==> src/rtl/pixel_writer.sv <==
// Generic FIFO with synchronous flush; the head is readable combinationally and a push shows up there one cycle later.
// No internal overflow guard: the owner must never push when full or pop when empty.
module fifo #(
    parameter int W     = 8,
    parameter int DEPTH = 4
) (
    input  logic         clk,
    input  logic         rst_n,
    input  logic         flush_i,
    input  logic         push_i,
    input  logic [W-1:0] push_dat_i,
    input  logic         pop_i,
    output logic [W-1:0] head_dat_o,
    output logic         empty_o
);
    localparam int AW = $clog2(DEPTH);

    logic [W-1:0] mem_q [DEPTH];
    logic [AW:0]  wr_q;
    logic [AW:0]  rd_q;

    always_ff @(posedge clk or negedge rst_n) begin
        if (!rst_n) begin
            wr_q <= '0;
            rd_q <= '0;
        end else if (flush_i) begin
            wr_q <= '0;
            rd_q <= '0;
        end else begin
            if (push_i) wr_q <= wr_q + (AW+1)'(1);
            if (pop_i)  rd_q <= rd_q + (AW+1)'(1);
        end
    end

    always_ff @(posedge clk) begin
        if (push_i && !flush_i) mem_q[wr_q[AW-1:0]] <= push_dat_i;
    end

    assign head_dat_o = mem_q[rd_q[AW-1:0]];
    assign empty_o    = (wr_q == rd_q);
endmodule

// Clips (x, y) pixels to the frame and writes in-frame ones to a linear framebuffer port.
// One registered address stage feeds the FIFO; in_ready reflects a registered full flag that counts the stage too.
module pixel_writer #(
    parameter int FB_WIDTH   = 320,
    parameter int FB_HEIGHT  = 240,
    parameter int ADDR_W     = 17,
    parameter int COLOR_W    = 8,
    parameter int FIFO_DEPTH = 4
) (
    input  logic               _clock,
    input  logic               _reset_n,
    input  logic               _start,
    input  logic               in_valid,
    output logic               in_ready,
    input  logic [31:0]        in_x,
    input  logic [31:0]        in_y,
    input  logic [COLOR_W-1:0] in_color,
    input  logic               in_done,
    output logic               mem_we,
    output logic [ADDR_W-1:0]  mem_addr,
    output logic [COLOR_W-1:0] mem_data,
    input  logic               mem_ready,
    output logic [15:0]        pixels_written,
    output logic [15:0]        pixels_clipped,
    output logic               _done
);
    typedef enum logic [1:0] {IDLE, RUN, DRAIN, DONE} state_t;

    localparam int                 OW      = $clog2(FIFO_DEPTH) + 1;
    localparam logic [31:0]        W32     = 32'(FB_WIDTH);
    localparam logic [31:0]        H32     = 32'(FB_HEIGHT);
    localparam logic [ADDR_W-1:0]  WA      = ADDR_W'(FB_WIDTH);
    localparam logic [OW-1:0]      OCC_MAX = OW'(FIFO_DEPTH);

    state_t               state_q, state_d;
    logic [OW-1:0]        occ_q, occ_d;
    logic                 full_q, full_d;
    logic                 stg_vld_q, stg_vld_d;
    logic [ADDR_W-1:0]    stg_addr_q, stg_addr_d;
    logic [COLOR_W-1:0]   stg_col_q;
    logic [15:0]          wr_cnt_q, wr_cnt_d;
    logic [15:0]          clip_cnt_q, clip_cnt_d;
    logic                 accept, clip, pop, fifo_empty;
    logic [ADDR_W+COLOR_W-1:0] head;

    always_ff @(posedge _clock or negedge _reset_n) begin
        if (!_reset_n) state_q <= IDLE;
        else           state_q <= state_d;
    end

    always_comb begin
        state_d = state_q;
        if (_start) begin
            state_d = RUN;
        end else begin
            case (state_q)
                RUN:     if (in_done) state_d = DRAIN;
                // occ_q covers both the address stage and the FIFO
                DRAIN:   if (occ_q == '0) state_d = DONE;
                default: state_d = state_q;
            endcase
        end
    end

    always_comb begin
        in_ready = 1'b0;
        mem_we   = 1'b0;
        _done    = 1'b0;
        case (state_q)
            RUN: begin
                in_ready = !full_q;
                mem_we   = !fifo_empty;
            end
            DRAIN:   mem_we = !fifo_empty;
            DONE:    _done  = 1'b1;
            default: ;
        endcase
    end

    assign accept     = in_valid && in_ready && !_start;
    assign clip       = (in_x >= W32) || (in_y >= H32);
    assign pop        = mem_we && mem_ready && !_start;
    assign stg_vld_d  = accept && !clip;
    assign stg_addr_d = in_y[ADDR_W-1:0] * WA + in_x[ADDR_W-1:0];

    always_comb begin
        occ_d      = occ_q + OW'(stg_vld_d) - OW'(pop);
        wr_cnt_d   = wr_cnt_q;
        clip_cnt_d = clip_cnt_q;
        if (pop && wr_cnt_q != 16'hFFFF)                 wr_cnt_d   = wr_cnt_q + 16'd1;
        if (accept && clip && clip_cnt_q != 16'hFFFF)    clip_cnt_d = clip_cnt_q + 16'd1;
        if (_start) begin
            occ_d      = '0;
            wr_cnt_d   = '0;
            clip_cnt_d = '0;
        end
        full_d = (occ_d == OCC_MAX);
    end

    always_ff @(posedge _clock or negedge _reset_n) begin
        if (!_reset_n) begin
            occ_q      <= '0;
            full_q     <= 1'b0;
            stg_vld_q  <= 1'b0;
            stg_addr_q <= '0;
            stg_col_q  <= '0;
            wr_cnt_q   <= '0;
            clip_cnt_q <= '0;
        end else begin
            occ_q      <= occ_d;
            full_q     <= full_d;
            stg_vld_q  <= stg_vld_d;
            stg_addr_q <= stg_addr_d;
            stg_col_q  <= in_color;
            wr_cnt_q   <= wr_cnt_d;
            clip_cnt_q <= clip_cnt_d;
        end
    end

    fifo #(.W(ADDR_W + COLOR_W), .DEPTH(FIFO_DEPTH)) u_fifo (
        .clk        (_clock),
        .rst_n      (_reset_n),
        .flush_i    (_start),
        .push_i     (stg_vld_q && !_start),
        .push_dat_i ({stg_addr_q, stg_col_q}),
        .pop_i      (pop),
        .head_dat_o (head),
        .empty_o    (fifo_empty)
    );

    // Gated so the port reads zero whenever no write is being requested
    assign mem_addr       = mem_we ? head[ADDR_W+COLOR_W-1:COLOR_W] : '0;
    assign mem_data       = mem_we ? head[COLOR_W-1:0] : '0;
    assign pixels_written = wr_cnt_q;
    assign pixels_clipped = clip_cnt_q;
endmodule

==> config.mk <==
export PLATFORM = sky130hd
export DESIGN_NAME = pixel_writer
export DESIGN_NICKNAME = d
export VERILOG_FILES = /design/src/rtl/pixel_writer.sv
export SDC_FILE = /design/constraint.sdc
export NUM_CORES = 1
export LEC_CHECK = 0
export ABC_AREA = 1
export CAP_MARGIN = 20
export CORE_MARGIN = 2
export CORE_UTILIZATION = 26
export CTS_CLUSTER_DIAMETER = 50
export DETAILED_ROUTE_END_ITERATION = 12
export GPL_TIMING_DRIVEN = 0
export SETUP_SLACK_MARGIN = 0.15
export SLEW_MARGIN = 25
export SYNTH_ARGS = -nofsm -noshare
export SYNTH_HDL_FRONTEND = slang
export SYNTH_HIERARCHICAL = 1
export SYNTH_SLANG_ARGS = --single-unit
==> constraint.sdc <==
create_clock -name _clock -period 5.5 [get_ports _clock]
set_input_delay 0.55 -clock _clock [delete_from_list [all_inputs] [get_ports _clock]]
set_output_delay 0.55 -clock _clock [all_outputs]
set_load 0.005 [all_outputs]
# After elaboration in Yosys (flattened, before gate mapping)
# Memory sizes are Yosys's and may differ from the RTL's.
# Cells that the tools add are included.
# Widths: inputs -> output; s select.
dict set report classes {
  n_addsub 7
  reduce_logical 23
  multipliers 1
  muxes 20
  n_lt_le_gt_ge 2
  n_eq_ne 9
}
# cell count
set op_table {}
lappend op_table {{$mux 16} 4}
lappend op_table {{$add 16x1->16 const B} 2}
lappend op_table {{$ge 32x8->1 const B} 1}
lappend op_table {{$ge 32x9->1 const B} 1}
lappend op_table {{$ne 16x16->1 const B} 2}
lappend op_table {{$add 17x17->17} 1}
lappend op_table {{$mul 17x3->11 const B} 1}
lappend op_table {{$mux 17} 1}
lappend op_table {{$mux 3} 5}
lappend op_table {{$logic_and 1x1->1} 10}
lappend op_table {{$mux 8} 1}
lappend op_table {{$reduce_bool 2->1} 4}
lappend op_table {{$add 3x1->3 const B} 2}
lappend op_table {{$mux 2} 3}
lappend op_table {{$ne 3x3->1 const B} 2}
lappend op_table {{$mux 1} 5}
lappend op_table {{$eq 2x2->1 const B} 2}
lappend op_table {{$logic_not 1->1} 4}
lappend op_table {{$pmux 2 s2} 1}
lappend op_table {{$add 3x1->3} 1}
lappend op_table {{$eq 3x3->1} 1}
lappend op_table {{$eq 3x3->1 const B} 1}
lappend op_table {{$logic_not 3->1} 1}
lappend op_table {{$reduce_and 3->1} 1}
lappend op_table {{other kinds (5)} 5}
dict set report word_totals {
  reg_bits 70
  word_cells 73
  memories 1
  ramBits 100
  output_inout_bits 60
}
# memory depth width rd rd_ports_with_merged_regs wr line
set mem_list {}
lappend mem_list {u_fifo.mem_q 4 25 1 0 1 18} ;# logic [W-1:0] mem_q [DEPTH];

# Logic depth before layout (Yosys ltp)
# Gate-level depths: netlist of run 1.
dict set report depth {
  word_depth 9
  depth_mapped 18
  depth_no_buf 17
}

# Cells and area by module
# The synthesis of run 1 kept the hierarchy.
# module instances cells_each area_each_um2
set by_module_without_submodules {}
lappend by_module_without_submodules {fifo 1 366 4559.4}
lappend by_module_without_submodules {pixel_writer 1 575 4310.4}

# Worst setup path before layout of run 1
# Ideal clock, no wire load.
dict set report synth_path {
  path_kind {input to register}
  start {input in_y[1]}
  end {register stg_addr_q[16]}
  arrival_time_ns 2.801
  cell_stages 15
  setup_slack_ns 2.583
  setup_time_ns 0.117
  path_cell_list {ha_1 ha_1 inv_1 fa_1 o21ai_0 nand2_1 nand2_1 a21oi_1 xnor2_1 ha_1 a21o_1 a31oi_1 nand3_1 nand3_1 nand2_1}
}
dict set report synth_between {
  elab_chain_len 2
}
# item line
set synth_rtl {}
lappend synth_rtl {{start: declaration} 58} ;# input logic [31:0] in_y,
lappend synth_rtl {{$mul 17x3->11} 126} ;# assign stg_addr_d = in_y[ADDR_W-1:0] * WA + in_x[ADDR_W-1:0];
lappend synth_rtl {{$add 17x17->17} 126}
lappend synth_rtl {{via stg_addr_d[16]} 81} ;# logic [ADDR_W-1:0] stg_addr_q, stg_addr_d;
lappend synth_rtl {{end signal: assignment} 155} ;# stg_addr_q <= stg_addr_d;
lappend synth_rtl {{end: declaration} 81}
# The timed path passes the listed nets, and every way through them passes these cells.
# A chain may end at the register's enable or synchronous reset.

# Worst setup path after layout of run 1
dict set report layout_path {
  start {register u_fifo.rd_q[0]}
  end {output mem_addr[13]}
}
dict set report layout_between {
  elab_chain_len 4
}
# item line
set layout_rtl {}
lappend layout_rtl {{start: declaration} 20} ;# logic [AW:0] rd_q;
lappend layout_rtl {{start signal: assignment} 31} ;# if (pop_i) rd_q <= rd_q + (AW+1)'(1);
lappend layout_rtl {{$eq 3x3->1} 40} ;# assign empty_o = (wr_q == rd_q);
lappend layout_rtl {{via fifo_empty} 85} ;# logic accept, clip, pop, fifo_empty;
lappend layout_rtl {{$logic_not 1->1} {114, 116}}
lappend layout_rtl {{$mux 1} --}
lappend layout_rtl {{$mux 17} 174} ;# assign mem_addr = mem_we ? head[ADDR_W+COLOR_W-1:COLOR_W] : '0;
lappend layout_rtl {{end: declaration} 62} ;# output logic [ADDR_W-1:0] mem_addr,
# The timed path passes the listed nets, and every way through them passes these cells.

==> results of run 1 <==
-- cell type report --
type | count | area (sq um)
buffer | 26 | 228
sequential | 170 | 4750
inverter | 132 | 500
fill | 3405 | 21900
clock buffer | 17 | 425
clock inverter | 15 | 211
tap | 448 | 561
timing repair buffer | 142 | 1510
multi-input combinational | 613 | 3420
-- synth_stat cells (4+ instances only) --
master,instances
sky130_fd_sc_hd__inv_1,126
sky130_fd_sc_hd__nor3_1,10
sky130_fd_sc_hd__ha_1,37
sky130_fd_sc_hd__nor2_1,122
sky130_fd_sc_hd__dfrtp_1,70
sky130_fd_sc_hd__xnor2_1,16
sky130_fd_sc_hd__edfxtp_1,100
sky130_fd_sc_hd__buf_6,17
sky130_fd_sc_hd__xor2_1,20
sky130_fd_sc_hd__clkbuf_1,7
sky130_fd_sc_hd__a21oi_1,17
sky130_fd_sc_hd__nand2_1,235
sky130_fd_sc_hd__o21ai_0,38
sky130_fd_sc_hd__o211ai_2,25
sky130_fd_sc_hd__nand3_1,43
sky130_fd_sc_hd__nand4_1,13
sky130_fd_sc_hd__inv_2,4
-- metal layers --
layer / vias to the layer above / routed length, um / part of all wire (%) / GRT usage [%]
li1: 3386 / - / - / -
met1: 3046 / 9980 / 46 / 16.0
met2: 182 / 10300 / 48 / 21.5
met3: 12 / 1040 / 4.8 / 2.37
met4: 0 / 209 / 0.97 / 3.28
met5: - / 0 / 0 / 0
-- final timing paths --
check                      slack [ns]                  to
min in group _clock              0.50  u_fifo/mem_q[1][0]
max in group asynchronous        4.86      u_fifo/wr_q[0]
max                              1.82        mem_addr[13]
max reg2reg                      2.20              full_q
min                              0.05   pixels_clipped[8]
min reg2reg                      0.50  u_fifo/mem_q[1][0]
-- critical path: stages, from the launching register on --
cell	delay, ns
sky130_fd_sc_hd__dfrtp_1	0.39
sky130_fd_sc_hd__buf_6	0.16
sky130_fd_sc_hd__inv_4	0.11
sky130_fd_sc_hd__nand2_1	0.07
sky130_fd_sc_hd__nand2_1	0.05
sky130_fd_sc_hd__nand2_1	0.06
sky130_fd_sc_hd__nor2_1	0.09
sky130_fd_sc_hd__or2_0	0.10
sky130_fd_sc_hd__clkbuf_1	0.49
sky130_fd_sc_hd__clkbuf_1	0.52
sky130_fd_sc_hd__nor2_1	0.15
sky130_fd_sc_hd__clkdlybuf4s50_1	0.50
-- cell families (layout without fill, tap and decap cells) --
family | Yosys count | after routing | share of synthesized area, %
flip-flops | 170 | 170 | 53.6
AND/OR/NAND/NOR | 437 | 437 | 20.3
XOR/XNOR | 36 | 36 | 3.55
adder cells (fa/ha/maj) | 40 | 40 | 5.90
buffers and inverters | 158 | 332 | 8.21
AO/OA/AOI/OAI | 100 | 100 | 8.44
-- registers in the layout (all words and copies together) (netlist names) --
register        flops
state_q             2
u_fifo/mem_q      100
full_q              1
pixels_written     16
stg_addr_q         17
stg_vld_q           1
pixels_clipped     16
occ_q               3
stg_col_q           8
u_fifo/wr_q         3
u_fifo/rd_q         3
-- metrics by stage --
step	setup WS, ns	total power (W)	area, sq um	instances	utilization (%)
2_1_floorplan	2.58	0.00170	8870	941	-
3_3_place_gp	0.899	0.00186	10800	1526	32.2
3_5_place_dp	1.85	0.00187	11000	1531	32.7
4_1_cts	1.72	0.00313	11600	1563	34.6
5_1_grt	1.63	0.00323	11600	1563	34.6
6_report	1.82	0.00309	11600	1563	34.6
-- placed cells by master (no fill, tap or decap), drive strengths merged, types with 3 or more instances in the layout --
cell           Yosys  layout
o22ai              3       3
a21oi             18      18
nor3              11      11
buf               19      25
a21o               3       3
nand3             44      44
o21ai             44      44
inv              132     138
clkbuf             7      24
edfxtp           100     100
ha                37      37
nor2             124     124
xnor2             16      16
xor2              20      20
clkdlybuf4s50      0     136
dfrtp             70      70
o211ai            25      25
nand4             13      13
fa                 3       3
clkinv             0       7
nand2            238     238
-- power breakdown --
group	switching, W	internal, W	leakage [nW]
Clock	0.000592	0.000665	0.304
Combinational	0.000177	0.000167	2.76
Sequential	0.0000540	0.00144	1.81
==> impl_summary.md, run 1 <==
Timing
Setup violations remaining at the end of the flow were counted as 0. Setup repair after global routing left no endpoint under its margin. Hold is met by 0.0450 ns. The worst-margin pin slew is 0.638 ns. The final number of hold-violating endpoints is 0. In the finished design, the share of the clock period the worst path needs comes to 66.9%. The max-slew violation count was 0.

The worst path in the final design needs a cycle of 3.68 ns, including I/O delays and setup. For the final routed database, the setup TNS stands at 0 ns. The highest achievable clock rate is 272 MHz. On the final layout, the worst clock skew is 0.0220 ns. Headroom to the max-slew limit came out at 57.5%.

Yosys
The leading area contributor after synthesis is sky130_fd_sc_hd__edfxtp_1. After synthesis, the netlist uses 45 different library cells. The share of the Yosys chip area taken by registers is 53.6%.

The synthesized net count is 1059. After synthesis the netlist holds a flip-flop and latch count of 170. The most common flop cell mapped by yosys is sky130_fd_sc_hd__edfxtp_1.

The cell area that synthesis handed to floorplanning was 0.00887 sq mm. The synthesized netlist cell count is 941. The area share of the largest cell type after synthesis is 33.9%. After synthesis, the cell types taking the most area are sky130_fd_sc_hd__edfxtp_1, sky130_fd_sc_hd__dfrtp_1, sky130_fd_sc_hd__nand2_1. The synthesis warning total is 6. For this run, asynchronously set or reset flops after synthesis account for 41.2%. Yosys mapped a number of flops with a built-in enable equal to 100.

A synthesized cell averages 9.43 sq um.

Die
The floorplan has 67 rows. In this run the vertical extent of the chip is 189 um. The I/O pin count is 138. In this run the horizontal extent of the chip is 189 um. For this configuration, the core starts out at a cell density of 26.5%. The floorplan die area is 0.0356 sq mm. In this run the standard cell core region covers 0.0335 sq mm.

CTS
The number of setup buffers added after CTS is 0. The clock tree synthesis step divided the H-tree into 4 levels. The clock root buffer master is sky130_fd_sc_hd__clkbuf_16. The clock transition at the registers of the reported paths is 0.08 ns.

The clock network latency to the later pin of the worst-skew pair is 0.43 ns. No sink is reached through more buffers than the 2 on the longest clock path. The total clock buffers created by CTS is 17. The count of instances resized after the clock tree is built is 0. For this design, the CTS-stage hold fixing added 0 buffers. For this design, the sink count on the clock tree is 170.

TritonCTS built the clock tree.

Placement
At the end of routability-driven placement, the weighted congestion stood at 0.862. Input and output buffers added on the ports amount to 137. The detailed placer's ending HPWL is 15.5 mm.

GRT
The via count of the first global-routing pass is 6644. Across every metal layer, demand over resource in global routing totals 12.5%. The initial antenna violation count is 0. The first global-routing pass estimated 34.9 mm of wire. Entering global routing, the biggest net connects 48 pins.

Summed over all layers, the global routing overflow is 0.

Pwr
IR analysis of the VDD net gives a maximum drop of 172 uV. The power density of the placed cells is 266 mW/mm^2. In this run the static leakage power is 4.88 nW.

Job
Across the run, the number of max-cap violations was 0.

Setup path
STA classifies the critical path startpoint as a register. Data on the critical path is required at its endpoint by 4.95 ns. The critical-path maximum fanout is 10. The class of the most critical setup path is register to output pin. The sort of element at the end of the critical path is an output pin. The worst-case reg-to-reg path depth is 16. Tracing the worst setup path back leads to its startpoint at u_fifo/rd_q[0]. The startpoint identified for the worst register-to-register timing path is u_fifo/rd_q[0]. For the worst setup path, the data arrival time is 3.13 ns.

Final layout
The number of antenna diodes in the final layout is 0. The number of nets in the final layout is 1220. The post-route netlist has 9.42% of its cells at a drive strength greater than 1. The layout overhead on the synthesized area is 30.8%.

Drt
The number of vias per cell is 4.24. The routed design has 21.5 mm of wire. The first detailed-routing pass took 7 iterations. In this run, the number of DRC markers left after iteration 0 of detailed routing was 364.

For this run, design rule violations remaining after detail routing come to 0. In this run the remaining antenna-violating nets after routing total 0. In the final routed layout, each cell accounts on average for 13.7 um. The detailed router placed 6626 vias in this run.

Worst hold path
The path class of the lowest-slack min-delay path is input pin to asynchronous set/reset pin.

Status
The flow ran to the end, and the final reports show no timing, DRC or antenna violations.
Power figures use the tool's default switching activity.
==> run 2, diff against run 1 <==
Clock period 5.5 ns to 3.74 ns, I/O delays scaled along.
==> impl_summary.md, run 2 (synthesis results as in run 1) <==
Status
The run finished with clean final reports.

GRT
The met2 usage is 21.5%. The first global-routing pass estimated 34.9 mm of wire. Global routing consumed, on the met3 layer, 2.37% of the routing resources. The aggregate global-route resource usage is 12.5%. The met1 capacity usage during global routing is 16.0%. The via count of the first global-routing pass is 6646. The global routing's busiest layer is met2.

The initial antenna violation count was 0. Global routing finished with a remaining overflow of 0. The pin count of the biggest net entering global routing is 48.

Worst hold path
The path class of the lowest-slack min-delay path is input pin to register. In this run the most critical hold path is launched from in_x[1].

Drt
The overall routed net length is 21.5 mm. In the routed design, unresolved DRC markers number 0. The count of vias placed by the detailed router is 6631. The number of antenna-violating nets in the routed design is 0. The number of vias per cell is 4.24.

The detailed router's first-iteration violation count is 368. The detail-routed net length per standard cell is 13.7 um. The total iterations of the first detailed-routing run is 5.

Final layout
The area of all placed cells without fillers is 0.0116 sq mm. The number of nets in the final layout is 1221. The flip-flop count of the largest register after layout is 100. In the final layout, the share of cells above drive strength 1 is 9.50%. The library cell used most frequently in the layout, excluding fill and tap cells, is sky130_fd_sc_hd__nand2_1. For this run, the number of standard cells in the final layout without fillers is 1564. Measured on the finished design, the core utilization comes to 34.6%. Leaving out fill and tap cells, the most frequent cells in the layout are sky130_fd_sc_hd__nand2_1, sky130_fd_sc_hd__clkdlybuf4s50_1, sky130_fd_sc_hd__inv_1, sky130_fd_sc_hd__nor2_1, sky130_fd_sc_hd__edfxtp_1. The number of diodes added for antenna fixing is 0. The layout overhead on the synthesized area is 30.9%.

Placement
Once placement completed, the tool counted placed cells totaling 1531. The detailed placer's ending HPWL is 15.5 mm. During placement, the flow inserted port buffers numbering 137.

The routability-driven placement congestion ratio is 0.862. The area after detailed placement is 0.0110 sq mm.

Pwr
The power density of the placed cells is 392 mW/mm^2. The worst-case vdd ir drop is 252 uV. The leakage power is 4.89 nW.

CTS
The number of setup buffers added after CTS is 0. The TritonCTS sink count is 170. The clock root buffer master is sky130_fd_sc_hd__clkbuf_16.

The clock network latency to the later pin of the worst-skew pair is 0.43 ns. TritonCTS built the clock tree. The buffer depth of the longest clock path is 2.

The H-tree was split into 4 levels. The total clock buffers created by CTS is 17. After clock tree synthesis, the clock-pin slew on the worst setup and hold paths is 0.08 ns.

Setup path
Among the stages of the critical path, the cell type that occurs most often is sky130_fd_sc_hd__nand2_1. Together, buffers and inverters on the worst path number 5. The critical path goes through buf_6 > inv_4 > nand2_1 > nand2_1 > nand2_1 > nor2_1 > or2_0 > clkbuf_1 > nor2_2 > ha_1 > inv_1 > ha_1 > inv_1 > fa_1 > nor2_1 > nor4_1. The source of the critical timing path is u_fifo/rd_q[0]. The critical-path maximum fanout is 9.

STA classifies the critical path startpoint as a register. The delay of the slowest cell on the worst path is 0.47 ns. The sort of element at the end of the critical path is a register.

The cell at the slowest stage of the critical path is sky130_fd_sc_hd__fa_1. The data required time at the worst endpoint is 4.05 ns. Among cell families on the critical path, the largest total delay comes from simple AND/OR/NAND/NOR gates. The origin of the critical flop-to-flop path is u_fifo/rd_q[0]. The arrival time at the worst endpoint is 3.62 ns. The class of the most critical setup path is register to register.

Job
The max-cap violation count is 0.

Timing
The highest achievable clock rate is 302 MHz. The max-slew violation count is 0. Hold is met by 0.375 ns. The clock period minus worst slack is 3.31 ns. The headroom to the max-slew limit is 57.3%. Setup violations remaining at the end of the flow were counted as 0.

The clock arrives with 0.0220 ns of skew. The worst-margin pin slew is 0.641 ns. Setup repair after global routing left no endpoint under its margin. The final clock period utilization by the worst path is 88.4%. The final number of hold-violating endpoints was 0.

Die
The number of rows in the core area is 67. The die height is 189 um. The die is 189 um wide. The core area is 0.0335 sq mm. Pin placement for this block handled 138 I/O pins. The floorplan step defined a die boundary enclosing 0.0356 sq mm. The effective utilization at floorplan is 26.5%.
## run 2: cell types whose count changed in the layout (fill, tap and decap cells not counted)
cell	delta
sky130_fd_sc_hd__clkbuf_1	-1
sky130_fd_sc_hd__clkbuf_2	+1
sky130_fd_sc_hd__dlygate4sd3_1	+1
## run 2: final timing paths
kind	cells past startpoint	slack, ns	endpoint
hold / removal	1	0.38	stg_addr_q[1]
setup / recovery	16	0.43	full_q
min in group asynchronous	2	0.41	pixels_clipped[8]
setup reg to reg	16	0.43	full_q
hold reg to reg	0	0.49	u_fifo/mem_q[1][0]
max in group asynchronous	3	2.73	u_fifo/wr_q[0]
## run 2: layout make-up
| type | count | area [sq um] |
|---|---|---|
| well taps | 448 | 561 |
| repair buffers | 143 | 1520 |
| inverters | 132 | 500 |
| clock inverters | 15 | 211 |
| clock buffers | 17 | 425 |
| fillers | 3403 | 21900 |
| plain buffers | 26 | 229 |
| flip-flops and latches | 170 | 4750 |
| multi-input cells | 613 | 3420 |
## run 2: worst reg2reg max path, stage by stage, from the launching register on
cell and delay, ns:
sky130_fd_sc_hd__dfrtp_1 0.37, sky130_fd_sc_hd__buf_6 0.17, sky130_fd_sc_hd__inv_4 0.08, sky130_fd_sc_hd__nand2_1 0.07, sky130_fd_sc_hd__nand2_1 0.04, sky130_fd_sc_hd__nand2_1 0.07
sky130_fd_sc_hd__nor2_1 0.04, sky130_fd_sc_hd__or2_0 0.18, sky130_fd_sc_hd__clkbuf_1 0.29, sky130_fd_sc_hd__nor2_2 0.45, sky130_fd_sc_hd__ha_1 0.31, sky130_fd_sc_hd__inv_1 0.06
sky130_fd_sc_hd__ha_1 0.14, sky130_fd_sc_hd__inv_1 0.05, sky130_fd_sc_hd__fa_1 0.47, sky130_fd_sc_hd__nor2_1 0.05, sky130_fd_sc_hd__nor4_1 0.34
## run 2: per-stage QoR
stage / setup TNS (ns) / total power [W] / worst slack [ns]
finish: 0 / 0.00455 / 0.433
global route: 0 / 0.00475 / 0.226
CTS: 0 / 0.00461 / 0.351
detailed placement: 0 / 0.00275 / 0.265
global placement: -101.90 / 0.00274 / -0.685
floorplan: 0 / 0.00249 / 0.999
## run 2: what timing repair did
item | CTS | global route
endpoints found under the setup margin | 1 | 0
hold endpoints to repair | 23 | 0
gates resized for setup | 1 | 0
hold buffers | 1 | 0
## run 2: power breakdown
group / total [W] / internal, W / switching, W
clock: 0.00185 / 0.000979 / 0.000872
sequential: 0.00219 / 0.00211 / 0.0000793
combinational: 0.000508 / 0.000247 / 0.000261
total: 0.00455 / 0.00334 / 0.00121
## run 2: per-layer routing
metal  up-vias  share of wire [%]
li1       3388                  -
met1      3061                 47
met2       170                 48
met3        12                4.7
met4         0               0.95
met5         -                  0
==> run 3, diff against run 2 <==
Settings changed: MAX_ROUTING_LAYER from default to met4.
==> impl_summary.md, run 3 (synthesis results as in run 1) <==
Status
The run finished with clean final reports.

Final layout
Compared with the post-synthesis result, the final layout area differs by 30.9%. The area of all placed cells without fillers is 0.0116 sq mm. In the layout the commonest cells are sky130_fd_sc_hd__nand2_1, sky130_fd_sc_hd__clkdlybuf4s50_1, sky130_fd_sc_hd__inv_1, sky130_fd_sc_hd__nor2_1, sky130_fd_sc_hd__edfxtp_1. Measured on the finished design, the core utilization comes to 34.6%. The library cell used most frequently in the layout, excluding fill and tap cells, is sky130_fd_sc_hd__nand2_1. The number of diodes added for antenna fixing is 0.

The flip-flop count of the largest register after layout is 100. The post-route netlist has 9.50% of its cells at a drive strength greater than 1. The final layout contains 1221 nets.

GRT
The via count of the first global-routing pass is 6658. The first global-routing pass estimated 34.8 mm of wire. The initial antenna violation count came to 0.

After global routing the overflow that remains totals 0. Global routing used 12.8% of the available tracks across all layers. Entering global routing, the biggest net connects 48 pins.

Drt
For this run, the detailed router's first-pass iteration total came to 6. The detailed router finished its first iteration with 379 violations. The number of vias per cell is 4.25.

Once detail routing completed, the nets flagged for antenna violations numbered 0. After detailed routing, the total wire length is 21.5 mm. Dividing the detail-routed wire length by the instance count gives 13.8 um.

Detailed routing inserted a total of 6640 vias. After detailed routing, the number of remaining DRC violations is 0.

CTS
The total clock buffers created by CTS is 17. Once the clock tree was built, the setup fixing pass inserted 0 buffers. No sink is reached through more buffers than the 2 on the longest clock path.

After clock tree synthesis, the clock-pin slew on the worst setup and hold paths is 0.08 ns. Clock tree synthesis selected as its root buffer the cell sky130_fd_sc_hd__clkbuf_16. TritonCTS built the clock tree.

The clock network latency to the later pin of the worst-skew pair is 0.43 ns. The deepest level of the CTS H-tree is 4. Counting every sink on the clock net gives 170.

Setup path
The critical path goes through buf_6 > inv_4 > nand2_1 > nand2_1 > nand2_1 > nor2_1 > or2_0 > clkbuf_1 > clkbuf_2 > nor2_1 > clkdlybuf4s50_1. Along the worst path, the maximum fanout reaches 10. The arrival time at the worst endpoint is 2.93 ns. For the worst setup path, the data required time is 3.37 ns. STA classifies the critical path endpoint as an output pin. The most numerous cell type found on the critical path is sky130_fd_sc_hd__nand2_1. The kind of launch point of the worst setup path is a register. On the worst path, the slowest cell contributes a delay of 0.49 ns. The critical path is of the register to output pin type. The cell at the slowest stage of the critical path is sky130_fd_sc_hd__clkbuf_1.

Placement
Detailed placement ended at an HPWL of 15.5 mm. In this run the cell area measured after placement is 0.0110 sq mm. Prior to clock tree synthesis, the placed netlist has a worst setup slack of 0.265 ns. Port buffering added 137 buffers.

The routability-driven placement congestion ratio is 0.876.

Die
The die height is 189 um. The total area inside the core boundary comes to 0.0335 sq mm. The I/O pin count is 138.

The effective utilization at floorplan is 26.5%. From left edge to right edge, the die measures 189 um. The floorplan die area is 0.0356 sq mm. Row generation in the floorplan step produced 67 rows.

Timing
Timing would allow up to 303 MHz. Setup repair after global routing left no endpoint under its margin. Setup violations remaining at the end of the flow were counted as 0.

The final number of hold-violating endpoints was 0. The worst path setup slack after routing is 0.436 ns. The clock period minus worst slack is 3.30 ns.

The maximum clock skew at final layout is 0.0221 ns. The worst-margin pin slew is 0.640 ns. The final clock period utilization by the worst path is 88.4%.

The max-slew violation count is 0. The worst hold slack is 0.375 ns. The headroom to the max-slew limit is 57.3%.

Pwr
The share of power burned in combinational logic is 11.2%. Net switching is 26.6% of the power. The worst-case vdd ir drop is 251 uV. The net load switching power is 0.00121 W. Per report_power, the clock group accounts for 40.7% of the total. In this run the static leakage power is 4.89 nW. The share of total power dissipated in sequential elements is 48.2%. For this design the ratio of total power to cell area is 392 mW/mm^2. The internal power is 0.00334 W.

Job
The max-cap violation count is 0.

Worst hold path
The tightest min-delay check is of the input pin to register type.
==> run 3: cell counts in the layout (fill, tap and decap cells not counted) <==
Identical to the previous run, type by type.
==> run 3: path summary, 6_finish.rpt <==
kind | start | end | slack (ns) | cells past startpoint
max in group asynchronous | _reset_n | u_fifo/wr_q[0] | 2.73 | 3
min in group asynchronous | _reset_n | pixels_clipped[8] | 0.41 | 2
setup reg to reg | u_fifo/rd_q[0] | full_q | 0.44 | 16
setup / recovery | u_fifo/rd_q[0] | mem_addr[13] | 0.44 | 11
hold reg to reg | stg_col_q[0] | u_fifo/mem_q[1][0] | 0.49 | 0
hold / removal | in_x[1] | stg_addr_q[1] | 0.38 | 1
==> run 3: power groups by stage <==
stage	logic (W)	registers, W	clock network, W
detailed placement	0.000515	0.00223	0
global route	0.000577	0.00221	0.00197
CTS	0.000519	0.00219	0.00190
finish	0.000508	0.00219	0.00185
global placement	0.000509	0.00223	0
floorplan	0.000296	0.00220	0
==> run 3: metal layers <==
layer / track usage, % / vias up / part of all wire, %
met5: - / - / 0
met4: 3.28 / 0 / 0.83
met3: 2.14 / 11 / 4.4
met2: 21.6 / 178 / 48
met1: 16.1 / 3063 / 47
li1: - / 3388 / -
==> run 3: through the flow <==
stage	TNS (ns)	cells	power (W)
after floorplan	0	941	0.00249
after global placement	-101.90	1526	0.00274
after detailed placement	0	1531	0.00275
after CTS	0	1564	0.00461
after global routing	0	1564	0.00475
final	0	1564	0.00455
==> run 3: critical path, delay by kind of cell, from the launching register on <==
kind                   cells  cell delay (ns)
buffers and inverters      5             1.62
flip-flops                 1             0.39
AND/OR/NAND/NOR            6             0.48
==> run 3: cell type report <==
| type | count | area, sq um |
|---|---|---|
| Fill cell | 3403 | 21900 |
| Sequential cell | 170 | 4750 |
| Multi-Input combinational cell | 613 | 3420 |
| Timing Repair Buffer | 143 | 1520 |
| Tap cell | 448 | 561 |
| Inverter | 132 | 500 |
| Clock buffer | 17 | 425 |
| Buffer | 26 | 229 |
| Clock inverter | 15 | 211 |
==> run 3: timing repair <==
| item | 4_1_cts | 5_1_grt |
|---|---|---|
| endpoints found under the hold margin | 23 | 0 |
| endpoints found under the setup margin | 1 | 0 |
| resized for setup | 1 | 0 |
| hold buffers | 1 | 0 |
